$ cat config.mk
export PLATFORM = sky130hd
export DESIGN_NAME = div_radix4_iter
export DESIGN_NICKNAME = d
export VERILOG_FILES = /design/src/rtl/div_radix4_iter.sv
export SDC_FILE = /design/constraint.sdc
export NUM_CORES = 1
export LEC_CHECK = 0
export CAP_MARGIN = 20
export CORE_MARGIN = 1
export CORE_UTILIZATION = 49
export DETAILED_ROUTE_END_ITERATION = 12
export PLACE_DENSITY = 0.87
export SLEW_MARGIN = 5
export SYNTH_ARGS = -nofsm -noshare
export SYNTH_HDL_FRONTEND = slang
export SYNTH_SLANG_ARGS = --single-unit
$ cat constraint.sdc
create_clock -name clk -period 3.1 [get_ports clk]
set_clock_uncertainty 0.15 [all_clocks]
set_input_delay 0.62 -clock clk [delete_from_list [all_inputs] [get_ports clk]]
set_output_delay 0.62 -clock clk [all_outputs]
set_load 0.01 [all_outputs]
$ cat src/rtl/div_radix4_iter.sv
// Radix-4 SRT divider iteration controller. It owns the residual W, the quotient accumulator and the threshold table, and drives an external digit LUT.
// Latency: done is registered ITER+2 edges after a valid acceptance, or at the acceptance edge for invalid operands.
// Backpressure: none. start is taken in IDLE or in the DONE cycle and is ignored while busy. Build option DIV_REM_EN adds the remainder path.
module div_radix4_iter #(
  parameter int WF = 9
) (
  input  logic                 clk,
  input  logic                 rst_n,
  input  logic                 start,
  input  logic [WF:0]          x,
  input  logic [WF:0]          dv,
  output logic                 busy,
  output logic                 done,
  output logic                 err,
  output logic [WF:0]          quo,
  output logic [WF:0]          rem,
  output logic                 lutEn,
  output logic signed [6:0]    yHat,
  output logic signed [6:0]    m2,
  output logic signed [6:0]    m1,
  output logic signed [6:0]    m0,
  output logic signed [6:0]    mm1,
  output logic [WF+4:0]        dOut,
  input  logic signed [2:0]    qIn,
  input  logic signed [WF+6:0] mqdIn
);

  localparam int ITER = (WF + 1) / 2;
  localparam int WW   = WF + 7;
  localparam int QW   = 2 * ITER + 4;
  localparam int CW   = $clog2(ITER + 1);
  localparam logic [CW-1:0] LAST = CW'(ITER);

  localparam logic [1:0] S_IDLE = 2'd0;
  localparam logic [1:0] S_ITER = 2'd1;
  localparam logic [1:0] S_CORR = 2'd2;
  localparam logic [1:0] S_DONE = 2'd3;

  logic [1:0]           state;
  logic signed [WW-1:0] w;
  logic [WF:0]          dreg;
  logic signed [QW-1:0] qacc;
  logic [CW-1:0]        cnt;
  logic                 bad_op;
  logic                 w_neg;
  logic [2:0]           tidx;

  // Operands are rejected if the divisor is not normalised or the quotient would overflow.
  assign bad_op = !dv[WF] || (x >= dv);
  assign w_neg  = w[WW-1];
  assign lutEn  = (state == S_ITER);
  // (4*W) >>> (WF-1) keeps seven bits, which is a plain slice of W.
  assign yHat   = w[WF+3:WF-3];
  assign dOut   = {2'b00, dreg, 2'b00};
  assign tidx   = dreg[WF-1:WF-3];

  // Selection thresholds depend on the three divisor bits just below the leading one.
  always_comb begin
    m2  = 7'sd12;
    m1  = 7'sd4;
    m0  = -7'sd4;
    mm1 = -7'sd13;
    case (tidx)
      3'd1: begin m2 = 7'sd14; m1 = 7'sd4; m0 = -7'sd6; mm1 = -7'sd15; end
      3'd2: begin m2 = 7'sd15; m1 = 7'sd4; m0 = -7'sd6; mm1 = -7'sd16; end
      3'd3: begin m2 = 7'sd16; m1 = 7'sd4; m0 = -7'sd6; mm1 = -7'sd18; end
      3'd4: begin m2 = 7'sd18; m1 = 7'sd6; m0 = -7'sd8; mm1 = -7'sd20; end
      3'd5: begin m2 = 7'sd20; m1 = 7'sd6; m0 = -7'sd8; mm1 = -7'sd20; end
      3'd6: begin m2 = 7'sd20; m1 = 7'sd8; m0 = -7'sd8; mm1 = -7'sd22; end
      3'd7: begin m2 = 7'sd24; m1 = 7'sd8; m0 = -7'sd8; mm1 = -7'sd24; end
      default: ;
    endcase
  end

`ifndef DIV_REM_EN
  assign rem = '0;
`endif

  // Control FSM plus the residual, quotient and result registers.
  always_ff @(posedge clk or negedge rst_n) begin
    if (!rst_n) begin
      state <= S_IDLE;
      busy  <= 1'b0;
      done  <= 1'b0;
      err   <= 1'b0;
      quo   <= '0;
      w     <= '0;
      dreg  <= '0;
      qacc  <= '0;
      cnt   <= '0;
`ifdef DIV_REM_EN
      rem   <= '0;
`endif
    end else begin
      done <= 1'b0;
      case (state)
        // The DONE cycle also accepts, so a start raised alongside done is not lost.
        S_IDLE, S_DONE: begin
          if (start) begin
            if (bad_op) begin
              state <= S_DONE;
              done  <= 1'b1;
              err   <= 1'b1;
              quo   <= '1;
`ifdef DIV_REM_EN
              rem   <= x;
`endif
            end else begin
              state <= S_ITER;
              busy  <= 1'b1;
              err   <= 1'b0;
              w     <= {{(WW-WF-1){1'b0}}, x};
              dreg  <= dv;
              qacc  <= '0;
              cnt   <= '0;
            end
          end else if (state == S_DONE) begin
            state <= S_IDLE;
          end
        end
        S_ITER: begin
          w    <= (w <<< 2) + mqdIn;
          qacc <= (qacc <<< 2) + QW'(qIn);
          cnt  <= cnt + 1'b1;
          if (cnt == LAST) begin
            state <= S_CORR;
          end
        end
        // A negative final residual means the last digit overshot by one.
        S_CORR: begin
          quo   <= qacc[WF:0] - {{WF{1'b0}}, w_neg};
`ifdef DIV_REM_EN
          rem   <= w[WF+2:2] + (w_neg ? dreg : '0);
`endif
          busy  <= 1'b0;
          done  <= 1'b1;
          state <= S_DONE;
        end
        default: state <= S_IDLE;
      endcase
    end
  end

endmodule
==> results.cfg <==
[run_status]
status = complete, no violations

[synthesis]
yosysSeqAreaShare = 0.336
ys_seq_elements = 53
synth.avg_cell_area_sq_um = 8.88
yosys.area_share.xor_xnor = 0.0399
ys.flop_type = dfrtp_1
synth_compound_area_frac = 0.210
synth.area.mux_share = 0.0279
yosys.area_share.simple = 0.143
yosysWarnings = 0
synth_top_family_by_area = compound AO/OA/AOI/OAI gates
synthCells = 445
async_flop_share = 1.00
synth_edf_count = 0
synth_area_sq_um = 3950
synth_adder_area_share = 0.127
ys_types = 56

[power]
p_leak_uw = 0.00230
power_density_nw_per_um2 = 924
ir_worst_vdd_v = 0.000769

[global_routing]
grt_use_total = 0.239
grt-ovfl-total = 0
grt_pass1_vias = 3550
grt_pass1_wl_mm = 16.1
antenna_found_initial = 0
grt_max_degree = 35

[hold_path]
hp-class = in -> async

[sta]
fin_crit_sh = 0.941
clock.fmax_mhz = 343
finalHoldViolations = 0
rsz0062_at_grt = false
fin_crit_ps = 2920
worstMarginPinSlew_ps = 544
slew_headroom = 0.634
maxSlewViolCount = 0
setup_viol = 0

[placed_design]
routabilityCongestion = 0.899
dp_hpwl_mm = 7.43
port_buffers = 87
dp_cells = 635
dpl_cell_area_sq_um = 4910

[critical_path]
cp-start-kind = input port
worstSetupPathType = in -> reg
crit_fanout = 15
r2r_slack_ps = 550
cp.required_ps = 3170
cp.arrival_ps = 2980
end_kind = flip-flop

[finish]
area_growth_syn_to_layout_pct = 27.3
n_fill_cell = 640
finalInstanceArea_sq_um = 5030
antennaDiodeCount = 0
fin_util = 0.647
final_nets = 621
register_area_sq_um = 1330
drive_above_1_share = 0.0869
fin_cells = 643
multi_input_comb_area_sq_um = 2270

[clock_network]
cts_tree = yes
htreeDepth = 2
insertion_delay_ps = 320
ctsResizeCount = 0
cts_setup_buffers = 0
cts_made_buffers = 5
root_buffer = clkbuf_8
cts_hold_buf = 0
path_clk_slew_ps = 100
clockBufferDepth = 2
cts.sinks = 53

[detailed_routing]
post_drt_wl_per_cell_um = 15.0
first_pass_iters = 4
vias = 3545
drt-total-wl_mm = 9.66
drc_errors = 0
drtIter0Drc = 176
avgViaCountPerCell = 5.51
drt.antenna.violating_nets = 0

[floorplan]
rows = 32
dieArea_sq_um = 8420
core_area_sq_um = 7770
start_util = 0.509
die_h_um = 91.8
ios = 115
dieWidth_um = 91.8

[flow_run]
maxCapViolCount = 0
-- cell type report --
type	count	area share
tap	102	0.0254
sequential	53	0.264
inverter	33	0.0246
clock inverter	2	0.00746
multi-input combinational	334	0.451
clock buffer	6	0.0164
timing repair buffer	113	0.211
-- critical path: stages --
cell and delay [ps]:
clkdlybuf4s50_1 480, ha_1 350, a211o_1 290, a21o_1 180
o31a_1 310, and2_1 280, buf_4 230, o31ai_1 250
-- sequential cells by signal, summed over array words and instances, names as in the netlist --
signal / cells
cnt: 3
dreg: 10
state: 2
quo: 10
qacc: 10
busy: 1
w: 15
err: 1
done: 1
-- layout by cell type (no fill, tap or decap), drive strengths merged, types with 6 or more instances in the layout --
master	synthesis	routed
o21ai	31	31
dfrtp	53	53
nor2	22	22
nand3	11	11
buf	35	27
o211ai	6	6
ha	37	37
clkbuf	15	6
mux2	8	8
o31ai	7	7
inv	33	33
nand2	45	45
o21a	6	6
a211oi	10	10
a21o	6	6
nand2b	11	11
a21oi	17	17
clkdlybuf4s50	0	86
nor3	7	7
conb	2	27
xnor2	10	10
xor2	8	8
-- per-stage QoR --
stage	total power (uW)	hold WS, ps	setup TNS (ps)	setup slack (ps)
6_report	4650	111	0	184
4_1_cts	4640	119	0	181
2_1_floorplan	3020	174	0	442
5_1_grt	5010	130	0	65.6
3_3_place_gp	4010	304	-81.6	-20.0
3_5_place_dp	4110	314	-1490	-117
-- logic make-up (layout without fill, tap and decap cells) --
logic type | Yosys count | in the layout
other | 2 | 27
AND/OR/NAND/NOR | 118 | 118
multiplexers | 10 | 10
flip-flops | 53 | 53
XOR/XNOR | 18 | 18
buffers and inverters | 83 | 154
AO/OA/AOI/OAI | 122 | 122
adder cells (fa/ha/maj) | 39 | 39
-- where the power goes --
| part | switching [uW] | total (uW) | internal (uW) |
|---|---|---|---|
| Combinational | 1390 | 2850 | 1460 |
| Sequential | 297 | 1290 | 991 |
| Clock | 241 | 504 | 263 |
| Total | 1930 | 4650 | 2710 |
-- path summary, 6_finish.rpt --
check	from	to	cells past startpoint
max	x[7]	qacc[6]$_DFFE_PN0P_	8
min	rst_n	quo[6]$_DFFE_PN0P_	1
max reg2reg	w[0]$_DFFE_PN0P_	w[12]$_DFFE_PN0P_	9
min reg2reg	dreg[9]$_DFFE_PN0P_	dreg[9]$_DFFE_PN0P_	1
max in group asynchronous	rst_n	cnt[1]$_DFFE_PN0P_	2
min in group clk	dreg[9]$_DFFE_PN0P_	dreg[9]$_DFFE_PN0P_	1
-- Yosys cell counts, types with 7 or more instances --
cell type,count,area share
dfrtp_1,53,0.34
nand2_1,45,0.043
ha_1,37,0.12
buf_4,34,0.065
inv_1,33,0.031
o21ai_0,29,0.037
nor2_1,22,0.021
a21oi_1,17,0.022
clkbuf_1,14,0.013
nand2b_1,11,0.017
nand3_1,11,0.014
a211oi_1,10,0.019
xnor2_1,10,0.022
mux2_2,8,0.023
xor2_1,8,0.018
nor3_1,7,0.0089
o31ai_1,7,0.013
-- per-layer routing --
| layer | part of all wire | GRT usage |
|---|---|---|
| met2 | 0.49 | 0.427 |
| met3 | 0.074 | 0.0514 |
| met4 | 0.028 | 0.0898 |
| met1 | 0.41 | 0.279 |
| met5 | 0 | 0 |
(Power assumes the default switching activity.)
